==> src/rtl/ks_cipher_pkg.sv <==
// Shared defaults and helpers for the keystream XOR cipher.
// Level counters need one more state than the depth, so that width is derived here.
package ks_cipher_pkg;

  localparam int DATA_W_DEF   = 8;
  localparam int KS_DEPTH_DEF = 2;

  function automatic int levelWidth(input int depth);
    return $clog2(depth + 1);
  endfunction

endpackage

==> src/rtl/ks_fifo.sv <==
// Small synchronous FIFO buffering packed keystream words.
// When full, a push is accepted only if a pop happens in the same cycle.
module ks_fifo
  import ks_cipher_pkg::*;
#(
  parameter int DATA_W = DATA_W_DEF,
  parameter int DEPTH  = KS_DEPTH_DEF,
  localparam int LVL_W = levelWidth(DEPTH)
) (
  input  logic              i_clk,
  input  logic              i_rst,
  input  logic              i_clr,
  input  logic              i_push,
  input  logic [DATA_W-1:0] i_pushData,
  input  logic              i_pop,
  output logic [DATA_W-1:0] o_headData,
  output logic              o_full,
  output logic              o_empty,
  output logic [LVL_W-1:0]  o_level
);

  localparam int PTR_W = (DEPTH > 1) ? $clog2(DEPTH) : 1;

  logic [DATA_W-1:0] r_mem [DEPTH];
  logic [PTR_W-1:0]  r_wrPtr;
  logic [PTR_W-1:0]  r_rdPtr;
  logic [LVL_W-1:0]  r_count;
  logic              w_doPush;
  logic              w_doPop;

  function automatic logic [PTR_W-1:0] nextPtr(input logic [PTR_W-1:0] ptr);
    return (ptr == PTR_W'(DEPTH - 1)) ? '0 : ptr + PTR_W'(1);
  endfunction

  assign o_empty    = (r_count == '0);
  assign o_full     = (r_count == LVL_W'(DEPTH));
  assign o_level    = r_count;
  assign o_headData = r_mem[r_rdPtr];
  assign w_doPop    = i_pop && !o_empty && !i_clr;
  assign w_doPush   = i_push && !i_clr && (!o_full || w_doPop);

  always_ff @(posedge i_clk or posedge i_rst) begin
    if (i_rst) begin
      r_wrPtr <= '0;
      r_rdPtr <= '0;
      r_count <= '0;
    end else if (i_clr) begin
      r_wrPtr <= '0;
      r_rdPtr <= '0;
      r_count <= '0;
    end else begin
      if (w_doPush) r_wrPtr <= nextPtr(r_wrPtr);
      if (w_doPop)  r_rdPtr <= nextPtr(r_rdPtr);
      case ({w_doPush, w_doPop})
        2'b10:   r_count <= r_count + LVL_W'(1);
        2'b01:   r_count <= r_count - LVL_W'(1);
        default: r_count <= r_count;
      endcase
    end
  end

  // Storage needs no reset; only entries below the level are ever read.
  always_ff @(posedge i_clk) begin
    if (w_doPush) r_mem[r_wrPtr] <= i_pushData;
  end

endmodule

==> src/rtl/ks_xor_cipher.sv <==
// Packs serial keystream bits into words, buffers them, and XORs them with
// plaintext under valid/ready; the same operation encrypts and decrypts.
module ks_xor_cipher
  import ks_cipher_pkg::*;
#(
  parameter int DATA_W   = DATA_W_DEF,
  parameter int KS_DEPTH = KS_DEPTH_DEF
) (
  input  logic                              i_clk,
  input  logic                              i_rst,
  input  logic                              i_clr,
  input  logic                              i_ks_bit,
  input  logic                              i_ks_valid,
  input  logic [DATA_W-1:0]                 i_pt_data,
  input  logic                              i_pt_valid,
  output logic                              o_pt_ready,
  output logic [DATA_W-1:0]                 o_ct_data,
  output logic                              o_ct_valid,
  input  logic                              i_ct_ready,
  output logic [levelWidth(KS_DEPTH)-1:0]   o_ks_level,
  output logic                              o_overrun
);

  localparam int CNT_W = (DATA_W > 1) ? $clog2(DATA_W) : 1;
  localparam int LVL_W = levelWidth(KS_DEPTH);

  logic [DATA_W-1:0] r_shift;
  logic [CNT_W-1:0]  r_bitCnt;
  logic [DATA_W-1:0] w_word;
  logic              w_wordDone;
  logic              w_accept;
  logic              w_transfer;
  logic [DATA_W-1:0] w_head;
  logic              w_full;
  logic              w_empty;
  logic [LVL_W-1:0]  w_level;

  assign w_word     = {r_shift[DATA_W-2:0], i_ks_bit};
  assign w_wordDone = i_ks_valid && !i_clr && (r_bitCnt == CNT_W'(DATA_W - 1));
  assign o_pt_ready = !w_empty && (!o_ct_valid || i_ct_ready);
  assign w_accept   = i_pt_valid && o_pt_ready && !i_clr;
  assign w_transfer = o_ct_valid && i_ct_ready;
  assign o_ks_level = w_level;

  ks_fifo #(
    .DATA_W (DATA_W),
    .DEPTH  (KS_DEPTH)
  ) u_fifo (
    .i_clk      (i_clk),
    .i_rst      (i_rst),
    .i_clr      (i_clr),
    .i_push     (w_wordDone),
    .i_pushData (w_word),
    .i_pop      (w_accept),
    .o_headData (w_head),
    .o_full     (w_full),
    .o_empty    (w_empty),
    .o_level    (w_level)
  );

  // First bit of each word ends up in the MSB after DATA_W shifts.
  always_ff @(posedge i_clk or posedge i_rst) begin
    if (i_rst) begin
      r_shift  <= '0;
      r_bitCnt <= '0;
    end else if (i_clr) begin
      r_shift  <= '0;
      r_bitCnt <= '0;
    end else if (i_ks_valid) begin
      r_shift  <= w_word;
      r_bitCnt <= w_wordDone ? '0 : r_bitCnt + CNT_W'(1);
    end
  end

  always_ff @(posedge i_clk or posedge i_rst) begin
    if (i_rst) begin
      o_overrun <= 1'b0;
    end else if (i_clr) begin
      o_overrun <= 1'b0;
    end else if (w_wordDone && w_full && !w_accept) begin
      o_overrun <= 1'b1;
    end
  end

  // A new accept on the transfer cycle keeps the output full every cycle.
  always_ff @(posedge i_clk or posedge i_rst) begin
    if (i_rst) begin
      o_ct_data  <= '0;
      o_ct_valid <= 1'b0;
    end else if (i_clr) begin
      o_ct_data  <= '0;
      o_ct_valid <= 1'b0;
    end else if (w_accept) begin
      o_ct_data  <= i_pt_data ^ w_head;
      o_ct_valid <= 1'b1;
    end else if (w_transfer) begin
      o_ct_data  <= '0;
      o_ct_valid <= 1'b0;
    end
  end

endmodule
==> config.mk <==
export PLATFORM = sky130hd
export DESIGN_NAME = ks_xor_cipher
export DESIGN_NICKNAME = d
export VERILOG_FILES = /design/src/rtl/ks_cipher_pkg.sv /design/src/rtl/ks_fifo.sv /design/src/rtl/ks_xor_cipher.sv
export SDC_FILE = /design/constraint.sdc
export NUM_CORES = 1
export LEC_CHECK = 0
export CAP_MARGIN = 0
export CORE_ASPECT_RATIO = 0.8
export CORE_MARGIN = 2
export CORE_UTILIZATION = 56
export DETAILED_ROUTE_END_ITERATION = 8
export HOLD_SLACK_MARGIN = 0.15
export PLACE_DENSITY = 0.79
export SLEW_MARGIN = 40
export SYNTH_ARGS = -nofsm -noshare
export SYNTH_HDL_FRONTEND = slang
export SYNTH_SLANG_ARGS = --single-unit
==> constraint.sdc <==
create_clock -name i_clk -period 4.7 [get_ports i_clk]
set_input_delay 0.47 -clock i_clk [delete_from_list [all_inputs] [get_ports i_clk]]
set_output_delay 0.47 -clock i_clk [all_outputs]
set_load 0.1 [all_outputs]
==> run_results.csv, run 1 <==
group,metric,value,unit
die,core,0.00302,sq mm
logic_synthesis,synth_nets,146,
detailed_routing,detail_route.wirelength,2850,um
logic_synthesis,synth_warnings,0,
logic_synthesis,synth-seq-cells,40,
timing,finClkSkew,0.00236,ns
grt,grt_overflow_total,0,
detailed_routing,route.layer.met1.wl,1340,um
cells_and_area,area_delta_synth_final,21.5,%
cells_and_area,diodes,0,
clocking,clk_tree_root_cell,"clkbuf_8",
detailed_routing,met2_wirelength,1320,um
logic_synthesis,synth.lib_cells_used.distinct,30,
worst_hold_path,hold_path.class,"register to register",
cells_and_area,drive_above_1_share,16.9,%
worst_setup_path,critical_path.max_fanout,22,
clocking,cts_hold_repair.buffers,0,
worst_setup_path,worst_ep_required_time,4.89,ns
timing,worstMarginPinSlew,0.793,ns
timing,slew_headroom,46.9,%
worst_setup_path,cp_top_family,"simple AND/OR/NAND/NOR gates",
clocking,cts_max_level,2,
timing,highest_clock_rate,383,MHz
logic_synthesis,synthesis.area,0.00173,sq mm
grt,initial_antenna_violation_count,0,
die,boundaryPins,28,
logic_synthesis,synth.largest_area_cell,"dfrtp_1",
worst_setup_path,worstPathArrival,2.80,ns
timing,layout_setup_ws,2.09,ns
place,gp_congestion,0.743,
grt,first_global_vias,1060,
timing,final_period_minus_worst_setup_slack,2.61,ns
detailed_routing,dr.max_layer_used,"met4",
die,die_h,53.8,um
detailed_routing,via_per_inst,5.37,
cells_and_area,final_nets,176,
place,post-dp-hpwl,2080,um
worst_setup_path,setup.worst_path.start_class,"input port",
clocking,clk_pin_slew_worst_paths,0.07,ns
clocking,clock_path_buffers,2,
grt,global_route_wire_length_before_repair,4850,um
place,io_buffer_count,27,
pwr,leakage,0.890,nW
timing,final_hold_viol_count,0,
worst_setup_path,worst_setup_path_category,"input port to register",
detailed_routing,routed_wire_length_per_instance,14.3,um
die,num_rows,18,
pwr,power_density,343,mW/mm^2
outcome,status,"finished, final reports clean",
timing,setup_viol,0,
worst_setup_path,largest_incremental_delay_on_the_critical_path,0.81,ns
worst_setup_path,timing.critical_path.slowest_stage_cell,"clkdlybuf4s50_1",
clocking,cts_num_sinks,40,
place,preCtsSetupSlack,1.82,ns
logic_synthesis,synth.area.top_cells,"dfrtp_1 (35%), edfxtp_1 (28%), mux2i_1 (9.8%), xnor2_1 (5.1%), a22o_1 (4.0%)",
logic_synthesis,synth.top_cell.area_share,34.6,%
logic_synthesis,syn_area_per_cell,13.4,sq um
clocking,post_cts_resized,0,
detailed_routing,drc_errors,0,
timing,report.final.slew_viol_count,0,
clocking,insertion_delay,0.28,ns
clocking,numCtsBuffers,5,
die,initial_core_util,57.5,%
run,cap_violations,0,
detailed_routing,drt_iter0_markers,46,
clocking,cts_tree,"done",
die,die_area,0.00356,sq mm
die,fp.dieW,66.2,um
timing,setup_tns,0,ns
grt,globalRouteTotalUtil,19.4,%
detailed_routing,routed-via-count,1074,
detailed_routing,antenna_left,0,
logic_synthesis,sequential_share_of_the_synthesized_area,62.3,%
worst_setup_path,cp_num_buf_inv,1,
logic_synthesis,synthesis.instances,129,
worst_setup_path,crit_path_end_kind,"register",
worst_setup_path,crit_path_cell_trace,"clkdlybuf4s50_1 -> nor2b_1 -> nor3b_2 -> a21oi_1 -> a221oi_2",
clocking,post_cts.repair.setup_buffers,0,
timing,rsz_0062_raised_after_global_routing,"no",
grt,grt_start_max_net_pins,25,
pwr,max-vdd-ir-drop,0.000251,V
detailed_routing,detail_route.first_pass.iterations,4,
timing,min_period_over_period,55.5,%
detailed_routing,met3WireLength,169,um
==> layer usage <==
metal	vias up	global-route usage (%)
li1	526	-
met1	515	23.7
met2	28	31.2
met3	5	9.41
met4	0	5.10
met5	-	0
==> synthesized netlist by cell type <==
cell,count
a211oi_2,1
a21oi_1,4
a221oi_2,1
a22o_1,8
and3b_1,1
buf_2,3
clkbuf_1,2
dfrtp_1,24
edfxtp_1,16
ha_1,2
inv_1,2
mux2i_1,17
nand2_1,3
nand2b_1,4
nand3_1,1
nand3b_1,1
nor2_1,13
nor2_2,1
nor2b_1,1
nor2b_2,1
nor3_1,1
nor3b_1,2
nor3b_2,1
nor4_1,1
o211ai_1,3
o21a_1,1
o21ai_0,1
o41ai_1,1
or3_1,2
xnor2_1,10
==> final cells by class <==
class / count / area, sq um
clock inverter: 2 / 60.1
sequential: 40 / 1080
clock buffer: 6 / 72.6
fill: 238 / 911
inverter: 2 / 7.51
tap: 40 / 50.0
multi-input combinational: 82 / 623
timing repair buffer: 28 / 213
==> per-stage QoR <==
| stage | power, mW | utilization (%) | std cells | hold WS, ns | instance area, sq um |
|---|---|---|---|---|---|
| floorplan | 0.391 | - | 129 | 0.441 | 1730 |
| global placement | 0.407 | 67.6 | 192 | 0.470 | 2040 |
| detailed placement | 0.409 | 65.4 | 192 | 0.476 | 1970 |
| CTS | 0.731 | 69.8 | 200 | 0.493 | 2110 |
| global route | 0.755 | 69.8 | 200 | 0.523 | 2110 |
| finish | 0.723 | 69.8 | 200 | 0.490 | 2110 |
==> state kept, by name (all words and copies together) (netlist names) <==
name and flops:
u_fifo.r_mem 16, o_ct_data 8, r_shift 7, r_bitCnt 3
u_fifo.o_level 2, o_ct_valid 1, o_overrun 1, u_fifo.r_rdPtr 1
u_fifo.r_wrPtr 1
==> report_power, final <==
part           total [mW]  switching, mW  leakage [nW]  internal, mW
clock network       0.322          0.110        0.0654         0.212
logic              0.0350         0.0170         0.346        0.0180
registers           0.366        0.00212         0.478         0.364
==> worst paths after layout <==
check,to,from,depth (start not counted),slack (ns)
setup / recovery,u_fifo.o_level[0],i_clr,5,2.09
hold / removal,u_fifo.r_mem[1][7],r_shift[6],0,0.49
setup reg to reg,u_fifo.o_level[0],o_ct_valid,4,2.85
hold reg to reg,u_fifo.r_mem[1][7],r_shift[6],0,0.49
max in group asynchronous,o_ct_data[0],i_rst,2,3.85
min in group asynchronous,u_fifo.r_wrPtr,i_rst,2,0.52
==> cells by family (layout without fill, tap and decap cells) <==
logic type	Yosys count	in the layout	synth area share, %
flip-flops	40	40	62.3
AND/OR/NAND/NOR	33	33	10.3
AO/OA/AOI/OAI	20	20	9.31
multiplexers	17	17	9.81
XOR/XNOR	10	10	5.05
buffers and inverters	7	38	1.73
adder cells (fa/ha/maj)	2	2	1.44
==> placed cells by master, fill, tap and decap left out, drive strengths merged, types with 3 or more instances in the layout <==
cell type	count
mux2i	17
nand2	3
clkbuf	6
edfxtp	16
buf	14
nand2b	4
nor2	14
xnor2	10
o211ai	3
a21oi	4
nor3b	3
clkdlybuf4s50	14
a22o	8
dfrtp	24
(Power assumes the default switching activity.)
==> inputs of run 2 (changes only) <==
CORE_UTILIZATION = 47   (was 56)
PLACE_DENSITY = 0.7   (was 0.79)
clock period = 2.25 ns   (was 4.7 ns; I/O delays follow)
==> run_results.csv, run 2 (synthesized netlist as in run 1, its figures left out) <==
group,metric,value,unit
timing,rsz_0062_raised_after_global_routing,"no",
die,initial_core_util,50.0,%
timing,report.final.slew_viol_count,0,
timing,min_period_over_period,81.0,%
detailed_routing,routed-via-count,1114,
worst_setup_path,cp-startpoint,"r_bitCnt[0]",
clocking,insertion_delay,0.28,ns
worst_setup_path,timing.critical_path.slowest_stage_cell,"and3b_1",
clocking,cts_hold_repair.buffers,0,
clocking,post_cts.repair.setup_buffers,0,
detailed_routing,via_per_inst,5.41,
die,boundaryPins,28,
clocking,post_cts_resized,0,
grt,grt_start_max_net_pins,25,
die,die_area,0.00419,sq mm
timing,final_hold_viol_count,0,
clocking,clk_tree_root_cell,"clkbuf_8",
cells_and_area,leading_cell_type_in_the_layout_fill_and_taps_excluded,"dfrtp_1",
clocking,clock_path_buffers,2,
clocking,cts_num_sinks,40,
timing,setup_viol,0,
worst_setup_path,worstReg2RegStart,"r_bitCnt[0]",
cells_and_area,final_nets,180,
worst_setup_path,crit_path_end,"u_fifo.r_mem[1][1]",
place,post-dp-hpwl,2210,um
cells_and_area,layout_common_cells,"dfrtp_1 (24), mux2i_1 (17), buf_4 (17), edfxtp_1 (16), clkdlybuf4s50_1 (14)",
run,cap_violations,0,
pwr,power_density,647,mW/mm^2
grt,initial_antenna_violation_count,0,
worst_setup_path,crit_path_cell_trace,"ha_1 -> ha_1 -> nand2_1 -> nor2_1 -> and3b_1",
timing,slew_headroom,61.1,%
cells_and_area,largest_register_ffs,16,
detailed_routing,drt_iter0_markers,55,
worst_setup_path,cp_num_buf_inv,0,
cells_and_area,drive_above_1_share,19.5,%
cells_and_area,diodes,0,
outcome,status,"finished, final reports clean",
clocking,cts_tree,"done",
die,core,0.00347,sq mm
detailed_routing,routed_wire_length_per_instance,15.0,um
cells_and_area,biggestRegsByFlops,"u_fifo.r_mem: 16 flops, o_ct_data: 8 flops, r_shift: 7 flops",
place,gp_congestion,0.714,
worst_setup_path,cp_common_cell,"ha_1",
worst_setup_path,crit_cells,5,
grt,first_global_vias,1123,
worst_setup_path,worst_ep_required_time,2.19,ns
worst_setup_path,cell_count_of_the_worst_reg_to_reg_path,5,
grt,global_route_wire_length_before_repair,5240,um
grt,globalRouteTotalUtil,16.5,%
clocking,numCtsBuffers,5,
die,die_h,58.3,um
cells_and_area,top_register,"u_fifo.r_mem",
detailed_routing,detail_route.first_pass.iterations,4,
worst_setup_path,worstPathArrival,1.77,ns
worst_setup_path,cp_top_family,"simple AND/OR/NAND/NOR gates",
place,io_buffer_count,27,
worst_setup_path,crit_path_end_kind,"register",
detailed_routing,drc_errors,0,
grt,grt_overflow_total,0,
cells_and_area,final_design_area_no_fill,0.00217,sq mm
timing,worstMarginPinSlew,0.582,ns
timing,final_period_minus_worst_setup_slack,1.82,ns
die,num_rows,19,
pwr,leakage,0.901,nW
clocking,clk_pin_slew_worst_paths,0.07,ns
worst_setup_path,regToRegSetupSlack,0.43,ns
worst_hold_path,hold_path.class,"input port to asynchronous set/reset pin",
timing,setup_tns,0,ns
worst_setup_path,largest_incremental_delay_on_the_critical_path,0.40,ns
detailed_routing,antenna_left,0,
timing,highest_clock_rate,549,MHz
timing,finClkSkew,0.00414,ns
clocking,cts_max_level,2,
detailed_routing,detail_route.wirelength,3090,um
pwr,max-vdd-ir-drop,0.000379,V
worst_setup_path,r2r-end,"u_fifo.r_mem[1][1]",
pwr,post-layout-total-power,1.40,mW
worst_setup_path,worst_setup_path_category,"register to register",
worst_setup_path,setup.worst_path.start_class,"register",
cells_and_area,area_delta_synth_final,25.0,%
worst_setup_path,critical_path.max_fanout,9,
die,fp.dieW,71.9,um
place,area_of_placed_instances,0.00206,sq mm
-- run 2: changes by cell type in the layout (fill, tap and decap cells not counted), sizes merged --
| cell | previous run | this run |
|---|---|---|
| buf | 14 | 18 |
| bufinv | 2 | 1 |
| clkinv | 0 | 1 |
-- run 2: how the worst min path moves through the flow --
stage | start | end | slack [ns] | cells past startpoint
floorplan | i_rst | o_ct_data[0] | 0.24 | 1
global placement | r_shift[6] | u_fifo.r_mem[1][7] | 0.48 | 0
detailed placement | o_overrun | o_overrun | 0.47 | 2
CTS | i_rst | o_ct_data[3] | 0.29 | 3
global route | i_rst | o_ct_data[3] | 0.35 | 3
finish | i_rst | o_ct_data[3] | 0.28 | 3
-- run 2: layer usage --
layer	global-route usage (%)	vias to the layer above	part of all wire (%)
met2	26.6	32	48
met1	21.3	543	45
met3	4.97	2	5.9
li1	-	537	-
met5	0	-	0
met4	6.20	0	0.42
-- run 2: cell type report --
cell class	count	area, sq um
fillers	268	1300
flip-flops and latches	40	1080
multi-input cells	82	632
repair buffers	32	288
clock buffers	6	72.6
well taps	42	52.6
clock inverters	2	35.0
inverters	2	7.51
-- run 2: worst reg2reg max path, stage by stage (launching register included) --
cell and delay [ns]:
dfrtp_1 0.38, ha_1 0.16, ha_1 0.17, nand2_1 0.20, nor2_1 0.17, and3b_1 0.40
-- run 2: report_power, final --
part | leakage (nW) | internal [mW] | switching, mW
clock network | 0.0552 | 0.329 | 0.231
registers | 0.478 | 0.761 | 0.00454
logic | 0.368 | 0.0407 | 0.0369
-- run 2: per-stage QoR --
stage / hold slack, ns / setup WS [ns] / instances / utilization [%]
final: 0.284 / 0.428 / 206 / 62.5
after global routing: 0.348 / 0.261 / 206 / 62.5
after CTS: 0.289 / 0.403 / 206 / 62.5
after detailed placement: 0.473 / 0.326 / 198 / 59.4
after global placement: 0.475 / 0.417 / 198 / 59.4
after floorplan: 0.240 / 0.0163 / 129 / -
==> inputs of run 3 (changes only) <==
CORE_UTILIZATION = 52   (was 47)
PLACE_DENSITY = 0.74   (was 0.7)
clock period = 1.8 ns   (was 2.25 ns; I/O delays follow)
==> run_results.csv, run 3 (synthesized netlist as in run 1, its figures left out) <==
group,metric,value,unit
outcome,status,"finished, final reports clean",
cells_and_area,layout_common_cells,"dfrtp_1 (21), buf_4 (21), mux2i_1 (17), edfxtp_1 (16), clkdlybuf4s50_1 (14)",
detailed_routing,drc_errors,0,
grt,grt_overflow_total,0,
die,core,0.00313,sq mm
grt,initial_antenna_violation_count,0,
grt,global_route_wire_length_before_repair,5580,um
worst_hold_path,hold_path.class,"input port to asynchronous set/reset pin",
pwr,power_density,849,mW/mm^2
worst_setup_path,timing.critical_path.slowest_stage_cell,"dfrtp_2",
worst_setup_path,setup.worst_path.start_class,"register",
place,preCtsSetupSlack,-0.0518,ns
die,initial_core_util,55.4,%
worst_setup_path,largest_incremental_delay_on_the_critical_path,0.47,ns
cells_and_area,biggestRegsByFlops,"u_fifo.r_mem: 16 flops, o_ct_data: 8 flops, r_shift: 7 flops",
cells_and_area,area_delta_synth_final,29.2,%
worst_setup_path,worst_setup_path_category,"register to register",
clocking,post_cts.repair.setup_buffers,0,
timing,final_hold_viol_count,0,
worst_setup_path,worst_ep_required_time,1.97,ns
timing,worstMarginPinSlew,0.556,ns
detailed_routing,routed_wire_length_per_instance,16.0,um
cells_and_area,largest_register_ffs,16,
timing,rsz_0062_raised_after_global_routing,"no",
grt,grt_start_max_net_pins,25,
detailed_routing,detail_route.first_pass.iterations,4,
timing,final_period_minus_worst_setup_slack,1.72,ns
clocking,numCtsBuffers,5,
worst_setup_path,critical_path.max_fanout,7,
run,cap_violations,0,
cells_and_area,drive_above_1_share,23.8,%
timing,report.final.slew_viol_count,0,
cells_and_area,diodes,0,
grt,globalRouteTotalUtil,20.4,%
clocking,clock_path_buffers,2,
die,die_area,0.00382,sq mm
clocking,post_cts_resized,0,
clocking,cts_num_sinks,40,
pwr,max-vdd-ir-drop,0.000701,V
place,area_of_placed_instances,0.00211,sq mm
cells_and_area,top_register,"u_fifo.r_mem",
worst_setup_path,crit_path_end_kind,"register",
clocking,cts_tree,"done",
detailed_routing,routed-via-count,1150,
cells_and_area,final_design_area_no_fill,0.00224,sq mm
clocking,cts_hold_repair.buffers,0,
cells_and_area,final_nets,184,
die,boundaryPins,28,
clocking,clk_pin_slew_worst_paths,0.07,ns
place,io_buffer_count,27,
timing,slew_headroom,62.9,%
worst_setup_path,cp_top_family,"simple AND/OR/NAND/NOR gates",
die,fp.dieW,68.6,um
die,num_rows,18,
detailed_routing,detail_route.wirelength,3340,um
timing,highest_clock_rate,581,MHz
timing,setup_tns,0,ns
timing,finClkSkew,0.00407,ns
worst_setup_path,crit_path_cell_trace,"nor2_2 -> nor3b_2 -> or3_1 -> a221oi_2",
detailed_routing,drt_iter0_markers,43,
die,die_h,55.7,um
timing,min_period_over_period,95.6,%
worst_setup_path,cp_num_buf_inv,0,
worst_setup_path,worstPathArrival,1.89,ns
detailed_routing,via_per_inst,5.53,
timing,setup_viol,0,
place,gp_congestion,0.737,
timing,layout_setup_ws,0.0783,ns
clocking,cts_max_level,2,
place,post-dp-hpwl,2360,um
detailed_routing,antenna_left,0,
pwr,leakage,0.928,nW
clocking,clk_tree_root_cell,"clkbuf_8",
clocking,insertion_delay,0.29,ns
grt,first_global_vias,1147,
-- run 3: worst paths after layout --
check | startpoint | to | slack, ns | cells after the start
worst max-delay path | u_fifo.o_level[0] | u_fifo.o_level[0] | 0.08 | 4
worst min-delay path | i_rst | o_ct_data[7] | 0.24 | 3
worst max register to register | u_fifo.o_level[0] | u_fifo.o_level[0] | 0.08 | 4
worst min register to register | r_shift[6] | u_fifo.r_mem[0][7] | 0.49 | 0
max in group asynchronous | i_rst | u_fifo.o_level[1] | 1.32 | 3
min in group i_clk | r_shift[6] | u_fifo.r_mem[0][7] | 0.49 | 0
-- run 3: layout make-up --
cell class,count,area [sq um]
sequential,40,1080
fill,232,890
multi-input combinational,82,648
timing repair buffer,36,318
clock buffer,6,72.6
clock inverter,2,60.1
tap,40,50.0
inverter,2,7.51
-- run 3: per-layer routing --
| layer | share of wire [%] | vias up | GRT usage, % | wire [um] |
|---|---|---|---|---|
| met3 | 5.6 | 9 | 6.48 | 187 |
| li1 | - | 542 | - | - |
| met5 | 0 | - | 0 | 0 |
| met1 | 45 | 565 | 26.9 | 1510 |
| met4 | 3.3 | 0 | 10.3 | 110 |
| met2 | 46 | 34 | 30.1 | 1530 |
-- run 3: stage by stage --
step | hold WS (ns) | power [mW] | util [%] | cells
after CTS | 0.246 | 1.91 | 71.5 | 208
after detailed placement | 0.470 | 1.08 | 67.3 | 200
after global placement | 0.468 | 1.07 | 67.3 | 200
final | 0.235 | 1.90 | 71.6 | 208
after global routing | 0.259 | 1.97 | 71.6 | 208
after floorplan | 0.194 | 1.02 | - | 129
-- run 3: where the power goes --
part	total, mW	switching [mW]	internal (mW)
Combinational	0.0996	0.0472	0.0524
Sequential	0.957	0.00560	0.951
Clock	0.847	0.293	0.554
Total	1.90	0.346	1.56
-- run 3: worst register-to-register path, stage by stage (launching register included) --
cell and delay, ns:
dfrtp_2 0.47, nor2_2 0.27, nor3b_2 0.13, or3_1 0.41
a221oi_2 0.34
==> variant, RTL diff (settings of run 3) <==
The package constant `DATA_W_DEF` goes from 8 to 16.
--- a/src/rtl/ks_cipher_pkg.sv
+++ b/src/rtl/ks_cipher_pkg.sv
@@ -2,7 +2,7 @@
 // Level counters need one more state than the depth, so that width is derived here.
 package ks_cipher_pkg;
 
-  localparam int DATA_W_DEF   = 8;
+  localparam int DATA_W_DEF   = 16;
   localparam int KS_DEPTH_DEF = 2;
 
   function automatic int levelWidth(input int depth);
Ports: changed (resized i_pt_data and o_ct_data); port bits go from 28 to 44. The function was not compared with the original's and may differ.
==> variant against run 3 <==
Wire length grew 52%. Via count increased by 57%. Design area increased by 73%. Sequential cell count grew 33. Non-clock buffer count increased by 25. Power is 64% higher. Count of clock-buffer cells in the layout increased by 3. Synthesized area is 74% higher. Die area grew 69%. Setup slack better by 0.0088 ns. Critical path depth up 1.
==> variant: results (changes against run 3) <==
metric,value,unit,change
status,finished clean,,
arrival,1.77,ns,-0.12 ns
syn-mean-instance-area,14.32,um^2,+6.5%
synth_area_leaders,"dfrtp_1, edfxtp_1, mux2i_1, a22o_1, xnor2_1",,
wl_met2,2.487,mm,+62%
grt_pass1_wl,8.411,mm,+51%
finalCritPeriodShare,0.9516,,-0.004863
wirelength,5.085,mm,+52%
grt.total_usage,0.1802,,-0.02397
ys_async_sr_fraction,0.5616,,-0.03836
dpl.cell_count,336,,+68%
synth_compound_area_frac,0.08240,,-0.01067
routedWlPerCell,14.36,um,-10%
hold_class,input pin to flip-flop,,
dpl_cell_area,3664,um^2,+74%
htree_levels,3,,+1
clock_skew,0.01127,ns,+0.007199 ns
cts_made_buffers,9,,+4
via_per_inst,5.090,,-7.9%
p_leak,1.618,nW,+74%
synth_common_cells,"dfrtp_1, edfxtp_1, mux2i_1",,
power_frac_seq,0.556,,+0.053
seq_area_frac_synth,0.6576,,+0.03418
reg.largest.list,"u_fifo.r_mem x32, o_ct_data x16, r_shift x15",,
m1WireLength,2.239,mm,+49%
==> variant: layout make-up <==
| type | instances | area share |
|---|---|---|
| Multi-Input combinational cell | 124 | 0.2535 |
| Clock buffer | 9 | 0.03189 |
| Tap cell | 78 | 0.02513 |
| Sequential cell | 73 | 0.5139 |
| Timing Repair Buffer | 61 | 0.1553 |
| Clock inverter | 7 | 0.01836 |
| Inverter | 2 | 0.001933 |
==> variant: cell families after synthesis <==
group,after synthesis
buf+inv,14
flops,73
xor+xnor,18
mux,33
compound gates,31
fa+ha+maj,1
simple gates,41
==> variant: repair_timing <==
action	4_1_cts	5_1_grt
buffers inserted	0	1
setup endpoints to repair	0	12
endpoints found under the hold margin	8	0
hold buffers	1	0
